### src/rtl/pmem_arbiter.sv
// Arbitrates I-cache and D-cache line traffic onto a single 256-bit pmem port.
// Define PMEM_ARB_RR_EN for round-robin tie-breaking; default is fixed D-over-I priority.
module pmem_arbiter #(
    parameter int unsigned ADDR_W = 32,
    parameter int unsigned LINE_W = 256
) (
    input  logic              clk,
    input  logic              rst_n,
    input  logic              i_read,
    input  logic [ADDR_W-1:0] i_address,
    output logic [LINE_W-1:0] i_rdata,
    output logic              i_resp,
    input  logic              d_read,
    input  logic              d_write,
    input  logic [ADDR_W-1:0] d_address,
    input  logic [LINE_W-1:0] d_wdata,
    output logic [LINE_W-1:0] d_rdata,
    output logic              d_resp,
    output logic              pmem_read,
    output logic              pmem_write,
    output logic [ADDR_W-1:0] pmem_address,
    output logic [LINE_W-1:0] pmem_wdata,
    input  logic [LINE_W-1:0] pmem_rdata,
    input  logic              pmem_resp
);

    typedef enum logic [1:0] {
        IDLE,
        SERVE_I,
        SERVE_D,
        RELEASE
    } state_t;

    state_t            state_q, state_d;
    logic              last_d_q;
    logic [ADDR_W-1:0] addr_q;
    logic [LINE_W-1:0] wdata_q;
    logic              write_q;
    logic              d_req, d_wins, grant_i, grant_d;

    assign i_rdata      = pmem_rdata;
    assign d_rdata      = pmem_rdata;
    assign pmem_address = addr_q;
    assign pmem_wdata   = wdata_q;

    always_comb begin
        d_req      = d_read | d_write;
`ifdef PMEM_ARB_RR_EN
        d_wins     = ~last_d_q;
`else
        d_wins     = 1'b1;
`endif
        state_d    = state_q;
        grant_i    = 1'b0;
        grant_d    = 1'b0;
        pmem_read  = 1'b0;
        pmem_write = 1'b0;
        i_resp     = 1'b0;
        d_resp     = 1'b0;
        case (state_q)
            IDLE: begin
                if (d_req && (!i_read || d_wins)) begin
                    grant_d = 1'b1;
                    state_d = SERVE_D;
                end else if (i_read) begin
                    grant_i = 1'b1;
                    state_d = SERVE_I;
                end
            end
            SERVE_I: begin
                pmem_read = 1'b1;
                if (pmem_resp) begin
                    // a response racing a reset assertion must not reach the requester
                    i_resp  = rst_n;
                    state_d = RELEASE;
                end
            end
            SERVE_D: begin
                pmem_read  = ~write_q;
                pmem_write = write_q;
                if (pmem_resp) begin
                    d_resp  = rst_n;
                    state_d = RELEASE;
                end
            end
            RELEASE: state_d = IDLE;
            default: state_d = IDLE;
        endcase
    end

    always_ff @(posedge clk) begin
        if (!rst_n) begin
            state_q  <= IDLE;
            last_d_q <= 1'b0;
            addr_q   <= '0;
            wdata_q  <= '0;
            write_q  <= 1'b0;
        end else begin
            state_q  <= state_d;
            last_d_q <= grant_d | (last_d_q & ~grant_i);
            if (grant_i) begin
                addr_q  <= i_address;
                write_q <= 1'b0;
            end
            if (grant_d) begin
                // d_read together with d_write resolves to a write-back
                addr_q  <= d_address;
                write_q <= d_write;
                wdata_q <= d_wdata;
            end
        end
    end

endmodule

### config.mk
export PLATFORM = sky130hd
export DESIGN_NAME = pmem_arbiter
export DESIGN_NICKNAME = d
export VERILOG_FILES = /design/src/rtl/pmem_arbiter.sv
export SDC_FILE = /design/constraint.sdc
export NUM_CORES = 1
export LEC_CHECK = 0
export ABC_AREA = 1
export BUFFER_PORTS_ARGS = -buffer_cell sky130_fd_sc_hd__buf_4
export CAP_MARGIN = 20
export CORE_AREA = 2 2 542 544
export CTS_CLUSTER_DIAMETER = 80
export DETAILED_ROUTE_END_ITERATION = 16
export DIE_AREA = 0 0 544 546
export GPL_ROUTABILITY_DRIVEN = 0
export GPL_TIMING_DRIVEN = 0
export RECOVER_POWER = 50
export SYNTH_ARGS = -nofsm -noshare
export SYNTH_HDL_FRONTEND = slang
export SYNTH_SLANG_ARGS = --single-unit
### constraint.sdc
create_clock -name clk -period 1.78 [get_ports clk]
set_input_delay 0.089 -clock clk [delete_from_list [all_inputs] [get_ports clk]]
set_output_delay 0.089 -clock clk [all_outputs]
set_load 0.01 [all_outputs]
Word level (Yosys, flattened, before mapping)
Cells that the tools add are included.
{"block": "totals", "regBits": 291, "latch_bits": 0, "mem_bits_rw": 0, "romBits": 0, "input_bits": 582, "out_inout_bits": 804, "n_memories": 0}
{"block": "op_classes", "n_addsub": 0, "multipliers": 0, "n_div": 0, "order_cmp": 0, "n_eq_ne": 5, "shifts": 0, "mux": 18, "bitwise_logic": 2, "reduce_logical": 4}
{"cell": "2-to-1 mux 32 bit", "n": 2}
{"cell": "2-to-1 mux 1 bit", "n": 11}
{"cell": "2-to-1 mux 2 bit", "n": 3}
{"cell": "one-hot mux 2 bit (3 select lines)", "n": 1}
{"cell": "equality test 2 bit (second input constant)", "n": 2}
{"cell": "inequality test 3 bit (second input constant)", "n": 1}
{"cell": "equality test 2 x 1 -> 1 bit (second input constant)", "n": 1}
{"cell": "zero test 2 bit", "n": 1}
{"cell": "inequality test 2 x 1 -> 1 bit (second input constant)", "n": 1}
{"cell": "one-hot mux 1 bit (2 select lines)", "n": 1}
{"cell": "AND reduction 2 bit", "n": 1}
{"cell": "nonzero test 2 bit", "n": 1}
{"cell": "OR reduction 2 bit", "n": 1}
{"cell": "NOT 1 bit", "n": 1}
{"cell": "OR 1 bit", "n": 1}

Longest topological paths before layout
Gate-level depths: netlist (run 1).
{"block": "logic_depth", "ltp_word": 5, "mapped_depth": 8, "depth_no_buf": 8}

Worst setup path before layout (run 1)
No wires, ideal clock.
{"block": "synth_path", "path_type": "register -> register", "from": "register state_q[0]", "to": "register addr_q[1], in the netlist pmem_address[1]", "setup_time_ns": 0.112, "arrival_time_ns": 1.308, "required_time_ns": 1.668, "setup_slack_ns": 0.360, "path_stages_with_launch": 9, "synth_period_minus_slack_ns": 1.420, "path_cell_list": "dfxtp_1 > inv_1 > ha_1 > inv_2 > a21oi_2 > buf_6 > nand2_1 > nor2_1 > nor2_1"}
{"block": "synth_via", "elab_chain_len": 3}
{"item": "start: declaration", "line_no": "34", "rtl": "state_t state_q, state_d;"}
{"item": "start signal: assignment", "line_no": "99", "rtl": "state_q <= state_d;"}
{"item": "zero test 2 bit (*)", "line_no": "60", "rtl": "case (state_q)"}
{"item": "2-to-1 mux 1 bit", "line_no": "60"}
{"item": "2-to-1 mux 32 bit or nonzero test 2 bit (tied branches)"}
{"item": "end signal: assignment", "line_no": "102", "rtl": "addr_q <= i_address;"}
{"item": "end signal: assignment", "line_no": "107", "rtl": "addr_q <= d_address;"}
{"item": "end: declaration", "line_no": "36", "rtl": "logic [ADDR_W-1:0] addr_q;"}
Every way passes the cells marked *; elsewhere a longest branch is shown, timed or not.
A chain may end at the register's enable or synchronous reset.

Final worst setup path (run 1)
{"block": "layout_path", "from": "register state_q[0]", "to": "output port pmem_read"}
{"block": "layout_via", "elab_chain_len": 2}
{"item": "equality test 2 bit or equality test 2 x 1 -> 1 bit (tied branches)", "line_no": "60"}
{"item": "one-hot mux 1 bit (2 select lines) (*)", "line_no": "60"}
{"item": "end: declaration", "line_no": "19", "rtl": "output logic pmem_read,"}
Marked as above.

==> impl_metrics.toml, run 1 <==
[power_and_ir_drop]
power.share.clock_pct = 20.3
leakage_nw = 13.3
p_sw_share_pct = 49.8
power_switching_w = 0.0217
p_int_w = 0.0219
p_seq_share_pct = 24.1
power_density_nw_per_um2 = 1390
pwr-share-comb_pct = 55.6
vdd_ir_drop_max_mv = 0.842
p_total_w = 0.0436

[critical_path]
r2r_start = "state_q[0]"
cp_max_fo = 4
start_kind = "register"
crit_path_start = "state_q[0]"
cp.required_ns = 1.69
criticalPathCategory = "register to primary output"
cp.arrival_ns = 1.69
end_kind = "primary output"

[finish]
nFillCells = 34300
syn_to_final_growth_pct = 112
finalNonFillerCells = 7507
fin_nets = 4092
drive_gt1_share_pct = 36.7

[clock_tree]
cts_tree = "built"
cts_sinks = 291
cts_made_buffers = 41
clkLatencyLatePin_ns = 0.67
clkTransAtPathRegs_ns = 0.05
clock-root-buffer = "clkbuf_16"
cts-htree-levels = 2
cts_max_path_buffers = 3

[die]
die_h_um = 546
core_area_um2 = 292000
fp-row-count = 199
ioPinCount = 1386
start_util_pct = 5.06
die_area_um2 = 297000
die_x_um = 544

[synthesis]
syn_nets = 2593
seq_area_frac_synth_pct = 39.4
yosys.cell_types.count = 18
synth_cells = 2007
syn_area_um2 = 14800
syn_avg_cell_area_um2 = 7.36
yosys_warnings = 0
ys_ff_latch = 291

[drt]
routed_wl_um = 226000
first_pass_iters = 7
via_count = 20300
drt_iter0_markers = 1827
postRouteAntennaNets = 0
drc = 0
wire_per_inst_um = 30.1
via_per_inst = 2.70

[grt]
gr-usage-all-layers_pct = 14.5
grt_antenna_before_repair = 125
grt_pass1_vias = 19000
overflow = 0
grt_first_pass_wirelength_um = 263000
grt_max_degree = 14

[place]
io_buffers = 1128
pre_cts_ws_ns = -0.886
place_hpwl_um = 208000
dp.cells = 7055

[timing]
rsz0062_at_grt = "yes"
hold_viol_final = 0
fin_setup_tns_ns = -0.00123
tightest_slew_ns = 1.04
fin_crit_sh_pct = 100
fin_ws_ns = -0.00123
setup_violations = 1
fmax_mhz = 561
final.min_clock_period_ns = 1.78
drv_slew = 0
slew_headroom_pct = 30.5
fin_skew_ns = 0.0485

[run_status]
status = "finished with violations"
violations = "setup timing"

[min_path]
hp-start = "d_address[26]"
min_path_type = "primary input to register"

[run]
drv_cap = 0
cells in the final DEF, fill, tap and decap left out, types with 45 or more instances in the layout:
cell type	Yosys	layout
buf_4	530	1120
nor2_1	620	595
clkbuf_1	46	571
dlygate4sd3_1	0	325
dfxtp_1	291	289
o21ai_0	254	202
nand2_1	141	140
inv_1	72	68
diode_2	0	50
o21ai_1	4	45
worst max-delay path, stage by stage, from the launching register on:
cell and delay, ns:
dfxtp_2 0.35, inv_4 0.06, ha_1 0.28, inv_2 0.05, nor2_2 0.12, buf_6 0.15
through the flow:
stage	utilization (%)	hold slack [ns]	cell area [µm²]
after global placement	9.63	0.348	28100
after CTS	11.3	0.0165	33100
after floorplan	-	0.237	14800
after global routing	10.7	0.0471	31200
final	10.7	0.0452	31300
after detailed placement	9.64	0.349	28200
repair_timing:
action | CTS | global route
setup endpoints to repair | 294 | 67
pin swaps | 6 | 3
gates resized for setup | 127 | 50
setup buffers | 3 | 0
endpoints found under the hold margin | 291 | 0
hold buffers | 325 | 0
power groups by stage:
stage               clock [W]  combinational, W  sequential (W)
finish                0.00887            0.0243          0.0105
global route          0.00930            0.0263          0.0108
CTS                   0.00921            0.0253          0.0105
detailed placement          0            0.0237          0.0106
global placement            0            0.0238          0.0105
floorplan                   0           0.00799          0.0112
logic make-up after synthesis:
family / synth area share, %
fa+ha+maj: 0.339
compound gates: 8.80
simple gates: 19.6
buf+inv: 31.8
flops: 39.4
per-layer routing:
metal  track usage, %  up-vias  share of wire (%)
met2             21.5     1890                 41
met5             1.23        -               0.39
met3             12.9      402                 21
met4             4.63       50                4.0
li1                 -     8756                  -
met1             14.6     9173                 34
cell usage after synthesis:
library cell    n  area [µm²]
a21oi_2         1        8.76
buf_6          14         158
dfxtp_1       291        5830
inv_2           3        11.3
clkbuf_2       10        50.1
nand2_4         1        11.3
inv_1          72         270
nand2_2         2        12.5
nand2_1       141         529
o21ai_0       254        1270
nor2_1        620        2330
or2_2           1        6.26
o21ai_1         4        20.0
buf_2          12        60.1
clkbuf_1       46         173
nand3_1         1        5.00
buf_4         530        3980
ha_1            4        50.1
layout make-up:
cell class | count | area [µm²] | area share, %
repair buffers | 1457 | 9750 | 31.1
flip-flops and latches | 291 | 5830 | 18.6
well taps | 3919 | 4900 | 15.7
plain buffers | 611 | 4540 | 14.5
multi-input cells | 1029 | 4470 | 14.3
clock buffers | 50 | 1120 | 3.58
inverters | 75 | 299 | 0.955
clock inverters | 25 | 264 | 0.843
diodes | 50 | 125 | 0.400
sequential cells by signal, summed over array words and instances (netlist names):
register,flops
pmem_wdata,256
pmem_address,32
state_q,2
write_q,1
final timing paths:
kind | slack (ns) | endpoint | cells past startpoint
worst max-delay path | -0.001 | pmem_read | 5
worst min-delay path | 0.05 | pmem_address[26] | 5
worst max register to register | 0.03 | pmem_address[11] | 7
worst min register to register | 0.48 | pmem_wdata[103] | 2
No activity file was read; power rests on OpenSTA's default activity.
==> inputs of run 2 (changes only) <==
--- a/config.mk
+++ b/config.mk
@@ -15,6 +15,7 @@
 export GPL_ROUTABILITY_DRIVEN = 0
 export GPL_TIMING_DRIVEN = 0
 export RECOVER_POWER = 50
+export SKIP_CTS_REPAIR_TIMING = 1
 export SYNTH_ARGS = -nofsm -noshare
 export SYNTH_HDL_FRONTEND = slang
 export SYNTH_SLANG_ARGS = --single-unit
==> constraint.sdc (replaced) <==
create_clock -name clk -period 1.78 [get_ports clk]
set_input_delay 0.089 -clock clk [delete_from_list [all_inputs] [get_ports clk]]
set_output_delay 0.089 -clock clk [all_outputs]
set_load 0.005 [all_outputs]
==> run 2 against run 1 <==
  * The flow still finishes with violations (setup timing)
  * Combinational power down 4%
  * First-iteration DRC count shrank 7.1%
  * Sequential cell count stayed put
  * Non-clock buffer count up 1
  * Worst hold slack improved by 0.037 ns
  * Setup slack got worse by 0.026 ns
  * Sequential power is essentially flat
  * Sequential share of layout area down 0.47 points
  * Critical endpoint unchanged
  * Largest cell class unchanged
  * Largest power group unchanged
  * Highest routed layer unchanged
==> impl_metrics.toml, run 2 (synthesis gave the netlist of run 1 again) <==
[finish]
nFillCells = 34100
finalNonFillerCells = 7508
syn_to_final_growth_pct = 117
mostFrequentLayoutCell = "buf_4"
drive_gt1_share_pct = 42.8
fin_nets = 4093
stdcell_area_um2 = 32100
mostFrequentLayoutCells = "buf_4 (1113), nor2_1 (598), clkbuf_1 (353), dlygate4sd3_1 (324), dfxtp_1 (289)"
largest_register_ffs = 256

[critical_path]
end_kind = "primary output"
start_kind = "register"
cp.required_ns = 1.69
cp_max_fo = 4
cp.arrival_ns = 1.72
criticalPathCategory = "register to primary output"

[drt]
via_per_inst = 2.69
routed_wl_um = 227000
via_count = 20200
postRouteAntennaNets = 0
wire_per_inst_um = 30.2
drc = 0
drt_iter0_markers = 1698
first_pass_iters = 6

[place]
dp.cells = 7055
place_hpwl_um = 208000
dpl_cell_area_um2 = 28200
io_buffers = 1128
pre_cts_ws_ns = -0.886

[grt]
grt_antenna_before_repair = 121
grt_pass1_vias = 17200
grt_first_pass_wirelength_um = 256000
gr-usage-all-layers_pct = 14.3
overflow = 0
grt_max_degree = 14

[clock_tree]
clkTransAtPathRegs_ns = 0.06
clkLatencyLatePin_ns = 0.68
cts_made_buffers = 41
cts_max_path_buffers = 3
cts_sinks = 291
cts_tree = "built"
clock-root-buffer = "clkbuf_16"
cts-htree-levels = 2

[die]
die_h_um = 546
start_util_pct = 5.06
ioPinCount = 1386
core_area_um2 = 292000
die_x_um = 544
fp-row-count = 199
die_area_um2 = 297000

[timing]
drv_slew = 0
final.min_clock_period_ns = 1.81
tightest_slew_ns = 1.13
fin_crit_sh_pct = 102
setup_violations = 1
rsz0062_at_grt = "yes"
hold_viol_final = 0
fmax_mhz = 553
slew_headroom_pct = 24.3
fin_skew_ns = 0.0546
fin_ws_ns = -0.0275

[power_and_ir_drop]
vdd_ir_drop_max_mv = 0.843
power_density_nw_per_um2 = 1330
leakage_nw = 14.0

[min_path]
min_path_type = "primary input to register"

[run_status]
violations = "setup timing"
status = "finished with violations"

[run]
drv_cap = 0
[run 2: changes by cell type in the layout (fill, tap and decap cells not counted), sizes merged]
cell,before,now
clkbuf,640,646
dlygate4sd3,325,324
buf,1153,1149
clkinv,14,15
inv,83,82
[run 2: routing by layer]
layer / vias to the layer above / track usage [%] / part of all wire (%)
met1: 9124 / 14.3 / 34
met3: 365 / 13.0 / 20
met4: 50 / 4.13 / 3.5
met2: 1901 / 21.1 / 41
li1: 8757 / - / -
met5: - / 3.17 / 0.68
[run 2: power by group]
group	internal (W)	switching, W
logic	0.00831	0.0150
clock network	0.00488	0.00398
registers	0.00893	0.00158
total	0.0221	0.0206
[run 2: through the flow]
step                util, %  TNS, ns  hold WS, ns  total power (W)
floorplan                 -        0        0.237           0.0181
global placement       9.63  -141.27        0.344           0.0331
detailed placement     9.64  -145.89        0.344           0.0332
CTS                    10.1  -159.04       -0.433           0.0423
global route           11.0   -0.291       0.0537           0.0455
finish                 11.0  -0.0275       0.0824           0.0427
[run 2: path summary, 6_finish.rpt]
| kind | endpoint | cells after the start | start | slack, ns |
|---|---|---|---|---|
| max | pmem_read | 7 | state_q[0] | -0.03 |
| min | pmem_wdata[255] | 3 | rst_n | 0.08 |
| max reg2reg | pmem_address[7] | 9 | state_q[0] | 0.04 |
| min reg2reg | pmem_wdata[103] | 2 | pmem_wdata[103] | 0.48 |
[run 2: critical path, cell delays in order (launching register included)]
cell and delay, ns:
dfxtp_2 0.33, inv_4 0.09, ha_4 0.13, inv_2 0.03, nor2_2 0.09, nor2_1 0.06
nor2_1 0.12, buf_4 0.17
[run 2: area by class of cell]
type                       instances  area, µm²  share of cell area (%)
multi-input combinational       1029       4460                    13.9
clock inverter                    25        264                   0.822
inverter                          75        299                   0.931
antenna                           50        125                   0.390
tap                             3919       4900                    15.3
clock buffer                      50       1120                    3.49
timing repair buffer            1458      10600                    33.0
sequential                       291       5830                    18.2
buffer                           611       4520                    14.1
==> inputs of run 3 (changes only) <==
--- a/config.mk
+++ b/config.mk
@@ -5,13 +5,12 @@
 export SDC_FILE = /design/constraint.sdc
 export NUM_CORES = 1
 export LEC_CHECK = 0
-export ABC_AREA = 1
 export BUFFER_PORTS_ARGS = -buffer_cell sky130_fd_sc_hd__buf_4
 export CAP_MARGIN = 20
-export CORE_AREA = 2 2 542 544
+export CORE_AREA = 2 2 533 535
 export CTS_CLUSTER_DIAMETER = 80
 export DETAILED_ROUTE_END_ITERATION = 16
-export DIE_AREA = 0 0 544 546
+export DIE_AREA = 0 0 535 537
 export GPL_ROUTABILITY_DRIVEN = 0
 export GPL_TIMING_DRIVEN = 0
 export RECOVER_POWER = 50
==> run 3 against run 2 <==
  * The run still ends with setup timing left
  * Combinational power down 23%
  * Sequential cell count stayed put
  * Setup slack better by 0.024 ns
  * Worst hold slack better by 0.13 ns
  * Via count down 5.2%
  * Highest routed layer unchanged
==> impl_metrics.toml, run 3 <==
[finish]
largest_register_ffs = 256
mostFrequentLayoutCell = "buf_4"
seqCellArea_um2 = 5830
fin_nets = 3929
drive_gt1_share_pct = 45.9
syn_to_final_growth_pct = 122
multi_input_area_um2 = 4120
nFillCells = 32700
stdcell_area_um2 = 31700
mostFrequentLayoutCells = "buf_4 (1115), nand2_1 (575), dlygate4sd3_1 (326), clkbuf_1 (300), dfxtp_1 (289)"

[drt]
drt_iter0_markers = 1332
postRouteAntennaNets = 0
routed_wl_um = 202000
wire_per_inst_um = 28.1
via_per_inst = 2.67
drc = 0
via_count = 19100
first_pass_iters = 7

[timing]
fin_ws_ns = -0.00349
drv_slew = 0
tightest_slew_ns = 0.877
fin_skew_ns = 0.0386
fmax_mhz = 561
whs_ns = 0.211
setup_violations = 1
slew_headroom_pct = 41.5
fin_crit_sh_pct = 100
rsz0062_at_grt = "yes"
hold_viol_final = 0
final.min_clock_period_ns = 1.78

[critical_path]
cp.required_ns = 1.69
cp_cell_sequence = "inv_4 -> ha_4 -> nor2b_4 -> o21a_1 -> buf_6"
cp_num_buf_inv = 2
start_kind = "register"
end_kind = "primary output"
cp.arrival_ns = 1.69
critical-path-top-delay-family = "flip-flops"
critPathMaxStageDelay_ns = 0.36
criticalPathCategory = "register to primary output"
cpMaxStageDelayCell = "dfxtp_2"
cp_max_fo = 3

[power_and_ir_drop]
power.share.clock_pct = 25.4
leakage_nw = 13.3
p_sw_share_pct = 43.9
pwr-share-comb_pct = 49.0
p_seq_share_pct = 25.6
power_density_nw_per_um2 = 1160
p_int_w = 0.0206
power_switching_w = 0.0161
p_total_w = 0.0367
vdd_ir_drop_max_mv = 0.802

[synthesis]
synth-async-reset-ratio_pct = 0
synth_top_area_share_pct = 40.9
ys_ff_latch = 291
seq_area_frac_synth_pct = 40.9
synth_top_cell_by_area = "dfxtp_1"
yosys_warnings = 0
synth-main-ff-cell = "dfxtp_1"
yosys.cell_types.count = 30
syn_avg_cell_area_um2 = 7.77
syn_area_um2 = 14300
synth-edff-count = 0
synthTopCellsByArea = "dfxtp_1 (41%), buf_4 (28%), nand2_1 (15%)"
synth_cells = 1835
syn_nets = 2421
synth.most_common_cell = "nand2_1"
synth_commonest_cells = "nand2_1 (576), buf_4 (528), dfxtp_1 (291), a21oi_1 (258), buf_2 (58)"

[place]
pre_cts_ws_ns = -1.19
io_buffers = 1126
dpl_cell_area_um2 = 27400
place_hpwl_um = 182000

[die]
ioPinCount = 1386
core_area_um2 = 281000
die_x_um = 535
die_h_um = 537
die_area_um2 = 287000
start_util_pct = 5.07
fp-row-count = 195

[run_status]
status = "finished with violations"
violations = "setup timing"

[grt]
grt_max_degree = 13
grt_antenna_before_repair = 106
grt_first_pass_wirelength_um = 228000
grt_pass1_vias = 16400
gr-usage-all-layers_pct = 13.1
overflow = 0

[clock_tree]
cts_made_buffers = 44
cts_tree = "built"
clock-root-buffer = "clkbuf_16"
cts-htree-levels = 2
clkTransAtPathRegs_ns = 0.06
cts_sinks = 291
clkLatencyLatePin_ns = 0.66
cts_max_path_buffers = 3

[min_path]
min_path_type = "primary input to register"

[run]
drv_cap = 0
run 3: cell count changes after synthesis, sizes merged, moves of 3 or more:
| cell | change |
|---|---|
| nor2b | +3 |
| nand2 | +432 |
| a21oi | +258 |
| inv | -73 |
| nor2 | -619 |
| o21ai | -224 |
| o21a | +4 |
| clkbuf | -31 |
| a31oi | +32 |
| buf | +34 |
run 3: worst paths after layout:
| kind | start | end | slack (ns) | cells after the start |
|---|---|---|---|---|
| worst max-delay path | state_q[0] | pmem_read | -0.003 | 5 |
| worst min-delay path | d_wdata[173] | pmem_wdata[173] | 0.21 | 4 |
| worst max register to register | state_q[1] | pmem_wdata[41] | 0.04 | 8 |
| worst min register to register | pmem_wdata[227] | pmem_wdata[227] | 0.45 | 2 |
run 3: kinds of logic after synthesis:
family,share of synthesized area [%]
AND/OR/NAND/NOR,15.9
adder cells (fa/ha/maj),0.351
AO/OA/AOI/OAI,12.0
buffers and inverters,30.9
flip-flops,40.9
run 3: final cells by class:
| class | instances | share of cell area, % |
|---|---|---|
| timing repair buffer | 1463 | 34.2 |
| multi-input combinational | 926 | 13.0 |
| clock buffer | 56 | 3.78 |
| inverter | 3 | 0.0632 |
| sequential | 291 | 18.4 |
| tap | 3743 | 14.8 |
| antenna | 51 | 0.403 |
| buffer | 614 | 14.4 |
| clock inverter | 24 | 0.917 |
run 3: power by group through the flow:
stage                     sequential (W)  combinational (W)  clock (W)
final                            0.00940             0.0180    0.00935
after global routing             0.00957             0.0196    0.00977
after CTS                        0.00936             0.0171    0.00964
after detailed placement         0.00947             0.0171          0
after global placement           0.00940             0.0170          0
after floorplan                  0.00938            0.00583          0
run 3: worst min-delay path: cells and delay by family:
kind            cells  cell delay (ns)
simple gates        1             0.04
buf+inv             2             0.63
compound gates      1             0.10
run 3: per-layer routing:
| metal | part of all wire, % | routed length (µm) | vias up | track usage (%) |
|---|---|---|---|---|
| met5 | 0.67 | 1350 | - | 2.22 |
| met1 | 36 | 73400 | 8687 | 13.8 |
| met4 | 3.8 | 7710 | 50 | 4.55 |
| met2 | 42 | 84900 | 1587 | 19.3 |
| li1 | - | - | 8449 | - |
| met3 | 17 | 34300 | 364 | 10.1 |
run 3: per-stage QoR:
stage | instances | util [%] | setup TNS [ns]
CTS | 6785 | 10.3 | -245.05
global placement | 6704 | 9.74 | -295.12
detailed placement | 6705 | 9.74 | -259.06
global route | 7150 | 11.2 | -0.101
finish | 7171 | 11.3 | -0.00349
floorplan | 1835 | - | 0
